File: config.mk
export PLATFORM = sky130hd
export DESIGN_NAME = branch_predictor
export DESIGN_NICKNAME = d
export VERILOG_FILES = /design/src/rtl/branch_predictor_pkg.sv /design/src/rtl/branch_predictor_btb_table.sv /design/src/rtl/branch_predictor.sv
export SDC_FILE = /design/constraint.sdc
export NUM_CORES = 1
export LEC_CHECK = 0
export CAP_MARGIN = 20
export CORE_MARGIN = 5
export CORE_UTILIZATION = 55
export DETAILED_ROUTE_END_ITERATION = 7
export PLACE_DENSITY = 0.74
export SYNTH_ARGS = -nofsm -noshare
export SYNTH_HDL_FRONTEND = slang
export SYNTH_SLANG_ARGS = --single-unit
File: constraint.sdc
create_clock -name clk -period 7.15 [get_ports clk]
set_input_delay 1.43 -clock clk [delete_from_list [all_inputs] [get_ports clk]]
set_output_delay 1.43 -clock clk [all_outputs]
set_load 0.005 [all_outputs]
File: src/rtl/branch_predictor_pkg.sv
// Shared jump-op encodings, pipe-register flush masks and BTB entry layout.
// Latency: n/a (declarations only).
// Backpressure: n/a.
package branch_predictor_pkg;

  localparam int JUMP_BITS = 4;

  localparam logic [JUMP_BITS-1:0] JMP_OP_NOP = 4'd0;
  localparam logic [JUMP_BITS-1:0] JMP_OP_J   = 4'd1;
  localparam logic [JUMP_BITS-1:0] JMP_OP_JR  = 4'd2;
  localparam logic [JUMP_BITS-1:0] JMP_OP_JEQ = 4'd3;
  localparam logic [JUMP_BITS-1:0] JMP_OP_JZ  = 4'd4;
  localparam logic [JUMP_BITS-1:0] JMP_OP_JNE = 4'd5;
  localparam logic [JUMP_BITS-1:0] JMP_OP_JNZ = 4'd6;
  localparam logic [JUMP_BITS-1:0] JMP_OP_JL  = 4'd7;
  localparam logic [JUMP_BITS-1:0] JMP_OP_JLE = 4'd8;
  localparam logic [JUMP_BITS-1:0] JMP_OP_JG  = 4'd9;
  localparam logic [JUMP_BITS-1:0] JMP_OP_JGE = 4'd10;

  localparam int NUM_PIPE_MASKS = 4;

  localparam logic [NUM_PIPE_MASKS-1:0] PIPE_REG_PC     = 4'b0001;
  localparam logic [NUM_PIPE_MASKS-1:0] PIPE_REG_IF_ID  = 4'b0010;
  localparam logic [NUM_PIPE_MASKS-1:0] PIPE_REG_ID_EX  = 4'b0100;
  localparam logic [NUM_PIPE_MASKS-1:0] PIPE_REG_EX_MEM = 4'b1000;
  localparam logic [NUM_PIPE_MASKS-1:0] PIPE_REG_FULL   =
      PIPE_REG_EX_MEM | PIPE_REG_ID_EX | PIPE_REG_IF_ID | PIPE_REG_PC;

  // Default geometry; btb_table mirrors this layout with its own parameter widths.
  localparam int BTB_DEF_ADDR_WIDTH = 16;
  localparam int BTB_DEF_ENTRIES    = 16;
  localparam int BTB_DEF_CTR_BITS   = 2;
  localparam int BTB_DEF_IW         = $clog2(BTB_DEF_ENTRIES);

  typedef struct packed {
    logic                                     valid;
    logic [BTB_DEF_ADDR_WIDTH-BTB_DEF_IW-1:0] tag;
    logic [BTB_DEF_ADDR_WIDTH-1:0]            target;
    logic [BTB_DEF_CTR_BITS-1:0]              ctr;
  } btb_entry_t;

endpackage

File: src/rtl/branch_predictor_btb_table.sv
// Direct-mapped BTB storage: two combinational read ports, one write port, sync clear.
// Latency: reads 0 cycles; writes visible the cycle after the commit edge.
// Backpressure: none; accepts a write every cycle.
module btb_table #(
  parameter int ADDR_WIDTH = 16,
  parameter int ENTRIES    = 16,
  parameter int CTR_BITS   = 2,
  localparam int IW        = $clog2(ENTRIES),
  localparam int TW        = ADDR_WIDTH - IW
) (
  input  logic                  clk,
  input  logic                  reset,
  input  logic [IW-1:0]         rd_a_idx,
  output logic                  rd_a_valid,
  output logic [TW-1:0]         rd_a_tag,
  output logic [ADDR_WIDTH-1:0] rd_a_target,
  output logic [CTR_BITS-1:0]   rd_a_ctr,
  input  logic [IW-1:0]         rd_b_idx,
  output logic                  rd_b_valid,
  output logic [TW-1:0]         rd_b_tag,
  output logic [ADDR_WIDTH-1:0] rd_b_target,
  output logic [CTR_BITS-1:0]   rd_b_ctr,
  input  logic                  wr_vld,
  input  logic [IW-1:0]         wr_idx,
  input  logic [TW-1:0]         wr_tag,
  input  logic [ADDR_WIDTH-1:0] wr_target,
  input  logic [CTR_BITS-1:0]   wr_ctr
);

  typedef struct packed {
    logic                  valid;
    logic [TW-1:0]         tag;
    logic [ADDR_WIDTH-1:0] target;
    logic [CTR_BITS-1:0]   ctr;
  } entry_t;

  entry_t mem [ENTRIES];

  assign rd_a_valid  = mem[rd_a_idx].valid;
  assign rd_a_tag    = mem[rd_a_idx].tag;
  assign rd_a_target = mem[rd_a_idx].target;
  assign rd_a_ctr    = mem[rd_a_idx].ctr;

  assign rd_b_valid  = mem[rd_b_idx].valid;
  assign rd_b_tag    = mem[rd_b_idx].tag;
  assign rd_b_target = mem[rd_b_idx].target;
  assign rd_b_ctr    = mem[rd_b_idx].ctr;

  // Tags and targets are don't-care while valid is low, so only valid/ctr are cleared.
  always_ff @(posedge clk) begin
    if (reset) begin
      for (int i = 0; i < ENTRIES; i++) begin
        mem[i].valid <= 1'b0;
        mem[i].ctr   <= '0;
      end
    end else if (wr_vld) begin
      mem[wr_idx] <= '{valid: 1'b1, tag: wr_tag, target: wr_target, ctr: wr_ctr};
    end
  end

endmodule

File: src/rtl/branch_predictor.sv
// Branch predict/resolve unit: BTB + saturating counters, EX flush mask and redirect.
// Latency: prediction and resolve outputs combinational; table update at the resolve edge.
// Backpressure: none; one resolve per cycle. Optional BRANCH_PREDICTOR_STATS_EN adds counters.
module branch_predictor
  import branch_predictor_pkg::*;
#(
  parameter int ADDR_WIDTH = BTB_DEF_ADDR_WIDTH,
  parameter int ENTRIES    = BTB_DEF_ENTRIES,
  parameter int CTR_BITS   = BTB_DEF_CTR_BITS
) (
  input  logic                      clk,
  input  logic                      reset,
  input  logic [ADDR_WIDTH-1:0]     fetch_pc,
  output logic                      predict_taken,
  output logic [ADDR_WIDTH-1:0]     predict_target,
  input  logic [JUMP_BITS-1:0]      ex_jop,
  input  logic [ADDR_WIDTH-1:0]     ex_pc,
  input  logic [ADDR_WIDTH-1:0]     ex_reg_address,
  input  logic [ADDR_WIDTH-1:0]     ex_imm_address,
  input  logic                      ex_pred_taken,
  input  logic                      zero,
  input  logic                      less,
  input  logic                      greater,
  output logic [NUM_PIPE_MASKS-1:0] flush,
  output logic [ADDR_WIDTH-1:0]     jump_address
`ifdef BRANCH_PREDICTOR_STATS_EN
  ,
  output logic [31:0]               stat_branches,
  output logic [31:0]               stat_mispredicts
`endif
);

  localparam int IW = $clog2(ENTRIES);
  localparam int TW = ADDR_WIDTH - IW;
  localparam logic [CTR_BITS-1:0] CTR_ONE  = CTR_BITS'(1);
  localparam logic [CTR_BITS-1:0] CTR_WEAK = CTR_ONE << (CTR_BITS - 1);

  logic                  f_valid, x_valid;
  logic [TW-1:0]         f_tag, x_tag;
  logic [ADDR_WIDTH-1:0] f_target, x_target;
  logic [CTR_BITS-1:0]   f_ctr, x_ctr;
  logic                  f_hit, x_hit;
  logic                  is_cond, actual, mispredict;
  logic                  wr_vld;
  logic [CTR_BITS-1:0]   wr_ctr;

  btb_table #(
    .ADDR_WIDTH (ADDR_WIDTH),
    .ENTRIES    (ENTRIES),
    .CTR_BITS   (CTR_BITS)
  ) u_btb (
    .clk         (clk),
    .reset       (reset),
    .rd_a_idx    (fetch_pc[IW-1:0]),
    .rd_a_valid  (f_valid),
    .rd_a_tag    (f_tag),
    .rd_a_target (f_target),
    .rd_a_ctr    (f_ctr),
    .rd_b_idx    (ex_pc[IW-1:0]),
    .rd_b_valid  (x_valid),
    .rd_b_tag    (x_tag),
    .rd_b_target (x_target),
    .rd_b_ctr    (x_ctr),
    .wr_vld      (wr_vld),
    .wr_idx      (ex_pc[IW-1:0]),
    .wr_tag      (ex_pc[ADDR_WIDTH-1:IW]),
    .wr_target   (ex_imm_address),
    .wr_ctr      (wr_ctr)
  );

  assign f_hit          = f_valid && (f_tag == fetch_pc[ADDR_WIDTH-1:IW]);
  assign predict_taken  = !reset && f_hit && f_ctr[CTR_BITS-1];
  assign predict_target = (!reset && f_hit) ? f_target : '0;

  always_comb begin
    is_cond = 1'b1;
    actual  = 1'b0;
    case (ex_jop)
      JMP_OP_JEQ, JMP_OP_JZ:  actual = zero;
      JMP_OP_JNE, JMP_OP_JNZ: actual = !zero;
      JMP_OP_JL:              actual = less;
      JMP_OP_JLE:             actual = less | zero;
      JMP_OP_JG:              actual = greater;
      JMP_OP_JGE:             actual = greater | zero;
      default:                is_cond = 1'b0;
    endcase
  end

  assign mispredict = is_cond && (actual ^ ex_pred_taken);

  always_comb begin
    flush        = '0;
    jump_address = ex_imm_address;
    if (reset) begin
      jump_address = '0;
    end else if (ex_jop == JMP_OP_J) begin
      flush = PIPE_REG_EX_MEM;
    end else if (ex_jop == JMP_OP_JR) begin
      flush        = PIPE_REG_FULL;
      jump_address = ex_reg_address;
    end else if (mispredict) begin
      flush = PIPE_REG_FULL;
      if (!actual) jump_address = ex_pc + ADDR_WIDTH'(1);
    end
  end

  // Hits always train; a miss only allocates when the branch was actually taken.
  assign x_hit  = x_valid && (x_tag == ex_pc[ADDR_WIDTH-1:IW]);
  assign wr_vld = !reset && is_cond && (x_hit || actual);

  always_comb begin
    wr_ctr = CTR_WEAK;
    if (x_hit) begin
      if (actual) wr_ctr = (&x_ctr) ? x_ctr : x_ctr + CTR_ONE;
      else        wr_ctr = (x_ctr == '0) ? x_ctr : x_ctr - CTR_ONE;
    end
  end

`ifdef BRANCH_PREDICTOR_STATS_EN
  always_ff @(posedge clk) begin
    if (reset) begin
      stat_branches    <= '0;
      stat_mispredicts <= '0;
    end else begin
      if (is_cond && (stat_branches != '1))
        stat_branches <= stat_branches + 32'd1;
      if (mispredict && (stat_mispredicts != '1))
        stat_mispredicts <= stat_mispredicts + 32'd1;
    end
  end
`endif

endmodule

# Yosys cells after proc, flatten, opt, wreduce, memory -nomap -nowiden
# Memory sizes are Yosys's and may differ from the RTL's.
# Index checks and enable logic that the tools add are counted.
[classes] addsub=3 eq_ne=12 n_bitwise=3 muxes=24 reduce_logical=16
[op_table] operator="$mux W16" n=6
[op_table] operator="$mux W31" n=1
[op_table] operator="$reduce_or A31 Y1" n=1
[op_table] operator="$eq A12 B12 Y1" n=2
[op_table] operator="$mux W4" n=5
[op_table] operator="$add A16 B1 Y16 const B" n=1
[op_table] operator="$eq A4 B3 Y1 const B" n=4
[op_table] operator="$eq A4 B4 Y1 const B" n=3
[op_table] operator="$mux W2" n=5
[op_table] operator="$eq A4 B2 Y1 const B" n=2
[op_table] operator="$reduce_or A8 Y1" n=1
[op_table] operator="$logic_and A1 B1 Y1" n=7
[op_table] operator="$mux W1" n=6
[op_table] operator="$pmux W1 S6" n=1
[op_table] operator="$eq A4 B1 Y1 const B" n=1
[op_table] operator="$reduce_or A2 Y1" n=2
[op_table] operator="$add A2 B1 Y2 const B" n=1
[op_table] operator="$logic_not A1 Y1" n=2
[op_table] operator="$logic_not A2 Y1" n=1
[op_table] operator="$or A1 B1 Y1" n=2
[op_table] operator="$reduce_and A2 Y1" n=1
[op_table] operator="$sub A2 B1 Y2 const B" n=1
[op_table] operator="$logic_or A1 B1 Y1" n=1
[op_table] operator="$xor A1 B1 Y1" n=1
[totals] wordCells=59 mem_bits_rw=496 n_memories=1 regBits=0 out_inout_bits=37
[memory_table] memory="u_btb.mem" depth=16 word_bits=31 rd=2 rd_ports_with_merged_regs=0 write_ports=16 line="branch_predictor_btb_table.sv:37" rtl="entry_t mem [ENTRIES];"

# Depth between registers and ports, before layout
# Gate-level depths: netlist of run 1.
[logic_depth] depth_word=10 ltp_mapped=15

# Cells and area by module
# From an unflattened synthesis of run 1, not the netlist that was laid out.
[unflattened] cells_unflattened=1346 hier_area_um2=24238.2
[modules_own_cells] mod="btb_table" seq_area_each_um2=14734.1 cells_per_inst=1113 instances=1 area_per_inst_um2=22680.5
[modules_own_cells] mod="branch_predictor" seq_area_each_um2=0.0 cells_per_inst=233 instances=1 area_per_inst_um2=1557.7

# Least setup slack after synthesis of run 1
# Ideal clock, no wire load.
[synth_timing] path_type="input to register" startpoint="input port ex_pc[0]" endpoint="memory u_btb.mem[0][10] (netlist bit) (enable)" setup_slack_ps=1421 t_required_ps=6737 path_buffers=4 arrival_ps=5316 path_stages=11 cell_sequence="buf_6 > buf_6 > mux4_2 > mux4_2 > xnor2_1 > o211ai_1 > or4b_1 > o21a_1 > clkbuf_1 > buf_1 > nor2_1"
[synth_lines] item="from (decl)" line="branch_predictor.sv:17" rtl="input logic [ADDR_WIDTH-1:0] ex_pc,"
[synth_lines] item="to (decl)" line="branch_predictor_btb_table.sv:37"

# Final worst setup path of run 1
[layout_timing] startpoint="input port fetch_pc[0]" endpoint="output port predict_target[13]"
[layout_via] elab_chain_cells=5
[layout_rtl] item="from (decl)" line="branch_predictor.sv:13" rtl="input logic [ADDR_WIDTH-1:0] fetch_pc,"
[layout_rtl] item="$mem_v2 Z16 W31 *"
[layout_rtl] item="$eq A12 B12 Y1" line="branch_predictor.sv:71" rtl="assign f_hit = f_valid && (f_tag == fetch_pc[ADDR_WIDTH-1:IW]);"
[layout_rtl] item="$logic_and A1 B1 Y1" line="branch_predictor.sv:71"
[layout_rtl] item="$logic_and A1 B1 Y1" line="branch_predictor.sv:73" rtl="assign predict_target = (!reset && f_hit) ? f_target : '0;"
[layout_rtl] item="$mux W16 *" line="branch_predictor.sv:73"
[layout_rtl] item="to (decl)" line="branch_predictor.sv:15" rtl="output logic [ADDR_WIDTH-1:0] predict_target,"
# Every way passes the cells marked *; elsewhere a longest branch is shown, timed or not.

==> results of run 1 <==
==> power by group <==
part | total (mW) | internal, mW | switching, mW
sequential | 3.22 | 3.21 | 0.00813
combinational | 0.539 | 0.241 | 0.298
clock | 2.38 | 1.31 | 1.06
total | 6.13 | 4.76 | 1.37
==> critical path, cell delays in order <==
cell and delay [ns]:
clkbuf_8 0.45, buf_4 0.40, mux4_2 0.55, mux4_2 0.47, xor2_1 0.16, nor4_1 0.67, nand4_1 0.17, buf_4 0.28
nor2b_1 0.18, clkdlybuf4s50_1 0.56
==> worst paths after layout <==
kind                                      endpoint  depth (start not counted)         startpoint
worst min register to register    u_btb.mem[3][30]                          2   u_btb.mem[3][30]
worst max-delay path            predict_target[13]                         10        fetch_pc[0]
worst max register to register    u_btb.mem[6][13]                         10  u_btb.mem[11][23]
worst min-delay path              u_btb.mem[3][30]                          2   u_btb.mem[3][30]
==> metal layers <==
layer  track usage (%)  share of wire, %
met1              36.8                39
met2              41.0                49
met3              4.29               9.4
met4              8.70               3.6
met5                 0                 0
==> cells in the final DEF, fill, tap and decap left out, types with 10 or more instances in the layout <==
master             n
nand3_1           28
clkdlybuf4s50_1  102
nor2_1            39
a211o_1           17
buf_4             56
mux4_2           208
o21bai_1          16
dfxtp_1           16
xor2_1            20
nor2_4            26
nand2_1           65
mux2i_1           19
clkbuf_1          12
o22ai_1           18
nor3_1            10
o211ai_1          17
inv_1             24
nor4_1            19
a21oi_1           21
nor2b_1           24
clkbuf_16         49
edfxtp_1         480
xnor2_1           23
o21a_1            17
==> cells by family (layout without fill, tap and decap cells) <==
group | count (synthesis) | count (layout) | share of synthesized area (%)
buf+inv | 129 | 277 | 2.78
compound gates | 140 | 140 | 4.30
flops | 496 | 496 | 64.2
simple gates | 246 | 246 | 5.52
xor+xnor | 43 | 43 | 1.64
mux | 228 | 228 | 21.3
fa+ha+maj | 5 | 5 | 0.267
==> cell type report <==
type | count | area [sq um]
fillers | 2821 | 14800
repair buffers | 169 | 1600
well taps | 532 | 666
multi-input cells | 662 | 7700
clock buffers | 63 | 1300
inverters | 26 | 97.6
clock inverters | 19 | 134
flip-flops and latches | 496 | 14700
==> summary.md, run 1 <==
| Metric | Value |
|---|---|
| Outcome | complete, no violations |
| Vias per inst | between 6 and 7 |
| Setup violations, final | 0 |
| IO Port Bufs | 110 |
| N_diodes | 0 |
| WS Path Type | in2out |
| Post-synth top area share | 62.8% |
| # rows | 74 |
| Setup WS post-layout | between 0.3 and 0.4 ns |
| Initial antenna violation count | 0 |
| Cts bufs inserted | 49 |
| Core box area | 41000 sq um |
| Max_cap viols | 0 |
| Post-route ant nets | 0 |
| Tmin final | 6.80 ns |
| Total track usage | 25.7% |
| Fin Clk Skew | 0.0240 ns |
| Total power | 6.13 mW |
| Postcts setup bufs | 0 |
| Relative slew slack | around a third |
| DP HPWL | about 36 mm |
| Post-DP Area | 24800 sq um |
| Routed WL | 58.8 mm |
| Post-synthesis cell count | 1287 |
| Largest net degree at the start of global routing | 49 |
| Drt first pass iters | 5 |
| Worst hold slack | 0.474 ns |
| PD cells | 234 nW/um^2 |
| Area leader, netlist | edfxtp_1 |
| 1st-iter DRT viols | 1718 |
| Maximum vdd drop | 0.174 mV |
| Max-slew violations | 0 |
| Asr flop ratio synth | 0% |
| Vias in the first global route | about 14000 |
| Pre-CTS setup slack | approximately 0.4 ns |
| CTS max path bufs | 3 |
| Setup TNS | 0 ns |
| CTS tree | yes |
| Horiz. Die Dim | between 200 and 250 um |
| Seq cells post-synth | 496 |
| RSZ-0062 raised after global routing | false |
| Share of layout cells above drive strength 1 | 25.8% |
| Synth Area per Inst | 17.8 sq um |
| Final Cycle Share | 95.1% |
| Clk root buf | clkbuf_16 |
| Leakage power | 8.25 nW |
| Resized cells post-CTS | 0 |
| Synth cell count leaders | 480 x edfxtp_1, 208 x mux4_2, 65 x nand2_1 |
| Vias | 13400 |
| First-pass GRT wire length | 88.8 mm |
| Synth Flop Type | edfxtp_1 |
| Hold crit path type | reg2reg |
| Largest regs | u_btb.mem (496) |
| Die H | 214 um |
| Req. time, crit path | roughly 5.7 ns |
| Fmax achieved | 147 MHz |
| RePlAce Congestion | 0.888 |
| Die area | 45900 sq um |
| Finished Core Util | a little under two thirds |
| Yosys warns | 0 |
| Average wire per standard cell | 29.9 um |
| Hold Vio Cnt, Final | 0 |
| H-tree depth | 2 |
| Critical path arrival | between 5 and 6 ns |
| IO Pins | between 100 and 150 |
| Design Area, Final | between 20000 and 30000 sq um |
| Largest cells by area after synthesis | edfxtp_1 63%, mux4_2 20%, dfxtp_1 1.4% |
| Starting Density | 55.9% |
| Critical Path End Type | output port |
| Slew @ Worst Pin | 0.994 ns |
| R2r setup slk | 2.78 ns |
| Cell Count Post-Placement | 1885 |
| CTS sink cnt | 496 |
| Most common cell in the netlist | edfxtp_1 |
| Number of flops mapped to enable cells by yosys | 480 |
| Overflow after GRT | 0 |
| Synth-to-Final Area Change | 14.3% |
| Cell Area, Synth | 22900 sq um |
| Clk_lat worst skew | 0.60 ns |
| Remaining DRCs | 0 |
| Fin cells | 1967 |
| Hold Buf Count CTS | 0 |
| Max reg flops | ~500 |
| CP max FO | 41 |
| CP startpoint kind | primary input |
| Net Count, Synth | 1365 |
| Seq/Total Area, Yosys | 64.2% |
| Fin nets | 1482 |
| Most flop-heavy register | u_btb.mem |
| Worst-path clk slew | ~0.060 ns |
| Synth cell types | 60 |
Power figures use the tool's default switching activity.
==> inputs of run 2 (changes only) <==
--- a/config.mk
+++ b/config.mk
@@ -9,6 +9,7 @@
 export CORE_MARGIN = 5
 export CORE_UTILIZATION = 55
 export DETAILED_ROUTE_END_ITERATION = 7
+export MAX_ROUTING_LAYER = met4
 export PLACE_DENSITY = 0.74
 export SYNTH_ARGS = -nofsm -noshare
 export SYNTH_HDL_FRONTEND = slang
==> summary.md, run 2 (synthesized netlist as in run 1, its figures left out) <==
| Metric | Value |
|---|---|
| Outcome | complete, no violations (unchanged) |
| IO Pins | 111 (unchanged) |
| Overflow after GRT | 0 (unchanged) |
| DP HPWL | 36.3 mm (unchanged) |
| Setup TNS | 0 ns (unchanged) |
| RSZ-0062 raised after global routing | false (unchanged) |
| IO Port Bufs | 110 (unchanged) |
| Post-DP Area | 24800 sq um (unchanged) |
| Most flop-heavy register | u_btb.mem (unchanged) |
| Post-route ant nets | 0 (unchanged) |
| Fillers | 2821 (unchanged) |
| Setup violations, final | 0 (unchanged) |
| Total track usage | 26.5% (was 25.7%) |
| PD cells | 234 nW/um^2 (about the same) |
| Maximum vdd drop | 0.173 mV (was 0.174 mV) |
| Clk_lat worst skew | 0.60 ns (about the same) |
| # rows | 74 (unchanged) |
| Worst r2r dst | u_btb.mem[6][13] (unchanged) |
| Switch share | 22.3% (about the same) |
| Design Area, Final | 26200 sq um (unchanged) |
| CTS sink cnt | 496 (unchanged) |
| Largest net degree at the start of global routing | 49 (unchanged) |
| Clock share of power | 38.7% (was 38.8%) |
| Reg power frac | 52.5% (about the same) |
| Share of layout cells above drive strength 1 | 25.8% (unchanged) |
| RePlAce Congestion | 0.902 (was 0.888) |
| H-tree depth | 2 (unchanged) |
| Routed WL | 58.6 mm (was 58.8 mm) |
| Remaining DRCs | 0 (unchanged) |
| Hold Vio Cnt, Final | 0 (unchanged) |
| Vias per inst | 6.81 (was 6.80) |
| N_diodes | 0 (unchanged) |
| Worst-case reg-to-reg path depth | 10 (unchanged) |
| CP startpoint kind | primary input (unchanged) |
| Synth-to-Final Area Change | 14.3% (unchanged) |
| Fin Clk Skew | 0.0221 ns (was 0.0240 ns) |
| Commonest non-fill, non-tap cell in the layout | edfxtp_1 (unchanged) |
| CTS max path bufs | 3 (unchanged) |
| Most frequent cells in the layout | 480 x edfxtp_1, 208 x mux4_2, 102 x clkdlybuf4s50_1 (unchanged) |
| Max reg flops | 496 (unchanged) |
| Max_cap viols | 0 (unchanged) |
| Starting Density | 55.9% (unchanged) |
| Psw | 1.37 mW (about the same) |
| Relative slew slack | 32.0% (was 33.8%) |
| Leakage power | 8.25 nW (unchanged) |
| Worst-path clk slew | 0.06 ns (about the same) |
| CP max FO | 41 (unchanged) |
| Vias | 13400 (about the same) |
| Average wire per standard cell | 29.8 um (was 29.9 um) |
| Req. time, crit path | 5.72 ns (about the same) |
| Drt first pass iters | 5 (unchanged) |
| CTS tree | yes (unchanged) |
| R2r setup slk | 2.77 ns (was 2.78 ns) |
| Worst R2R Start | u_btb.mem[11][23] (unchanged) |
| Hold Path Origin | u_btb.mem[2][30] (was u_btb.mem[3][30]) |
| Hold crit path type | reg2reg (unchanged) |
| Largest regs | u_btb.mem (496) (unchanged) |
| Critical Path End Type | output port (unchanged) |
| 1st-iter DRT viols | 1631 (was 1718) |
| First-pass GRT wire length | 88.7 mm (was 88.8 mm) |
| Tmin final | 6.82 ns (was 6.80 ns) |
| Combinational share of power | 8.8% (about the same) |
| Postcts setup bufs | 0 (unchanged) |
| Core box area | 41000 sq um (unchanged) |
| Hold depth | 2 (unchanged) |
| Hold-critical path endpoint | u_btb.mem[2][30] (was u_btb.mem[3][30]) |
| Slew @ Worst Pin | 1.02 ns (was 0.994 ns) |
| Fin nets | 1482 (unchanged) |
| Internal | 4.76 mW (unchanged) |
| Vias in the first global route | 13600 (about the same) |
| Clk root buf | clkbuf_16 (unchanged) |
| WS Path Type | in2out (unchanged) |
| Max-slew violations | 0 (unchanged) |
| Hold Buf Count CTS | 0 (unchanged) |
| Cts bufs inserted | 49 (unchanged) |
| Horiz. Die Dim | 214 um (unchanged) |
| Die area | 45900 sq um (unchanged) |
| Final Cycle Share | 95.4% (was 95.1%) |
| Resized cells post-CTS | 0 (unchanged) |
| Fmax achieved | 147 MHz (about the same) |
| Initial antenna violation count | 0 (unchanged) |
| Die H | 214 um (unchanged) |
| Critical path arrival | 5.39 ns (was 5.37 ns) |
run 2: worst max path at each step:
stage / startpoint / end / slack [ns] / cells after the start
after floorplan: ex_pc[0] / u_btb.mem[0][10] / 1.42 / 11
after global placement: fetch_pc[0] / predict_target[6] / 0.45 / 10
after detailed placement: fetch_pc[0] / predict_target[13] / 0.39 / 10
after CTS: fetch_pc[0] / predict_target[13] / 0.34 / 10
after global routing: fetch_pc[0] / predict_target[13] / 0.14 / 10
final: fetch_pc[0] / predict_target[13] / 0.33 / 10
run 2: area by class of cell:
class / instances / area (sq um) / share of cell area, %
Tap cell: 532 / 666 / 2.54
Multi-Input combinational cell: 662 / 7700 / 29.4
Sequential cell: 496 / 14700 / 56.2
Clock inverter: 19 / 134 / 0.510
Inverter: 26 / 97.6 / 0.372
Clock buffer: 63 / 1300 / 4.95
Timing Repair Buffer: 169 / 1600 / 6.08
run 2: per-stage QoR:
stage               util, %  hold WS [ns]  instances  worst slack (ns)  total power, mW
floorplan                 -         0.446       1287              1.42             3.60
global placement       60.5         0.455       1885             0.453             3.80
CTS                    63.9         0.472       1967             0.341             6.15
detailed placement     60.5         0.463       1885             0.392             3.81
finish                 63.9         0.474       1967             0.327             6.13
global route           63.9         0.495       1967             0.145             6.32
run 2: critical path: stages:
cell	delay, ns
clkbuf_8	0.45
buf_4	0.40
mux4_2	0.55
mux4_2	0.47
xor2_1	0.16
nor4_1	0.70
nand4_1	0.17
buf_4	0.28
nor2b_1	0.18
clkdlybuf4s50_1	0.56
run 2: metal layers:
metal  track usage (%)  wire length [um]  vias to the layer above
met1              37.0             22800                     6915
met2              41.1             28600                      837
met4              8.25              1810                        0
met3              4.04              5440                      117
met5                 -                 0                        -
li1                  -                 -                     5519
run 2: power groups by stage:
stage	logic (mW)	clock network, mW	registers, mW
6_report	0.539	2.37	3.22
5_1_grt	0.573	2.53	3.22
4_1_cts	0.539	2.40	3.22
3_5_place_dp	0.537	0	3.28
3_3_place_gp	0.530	0	3.27
2_1_floorplan	0.328	0	3.27
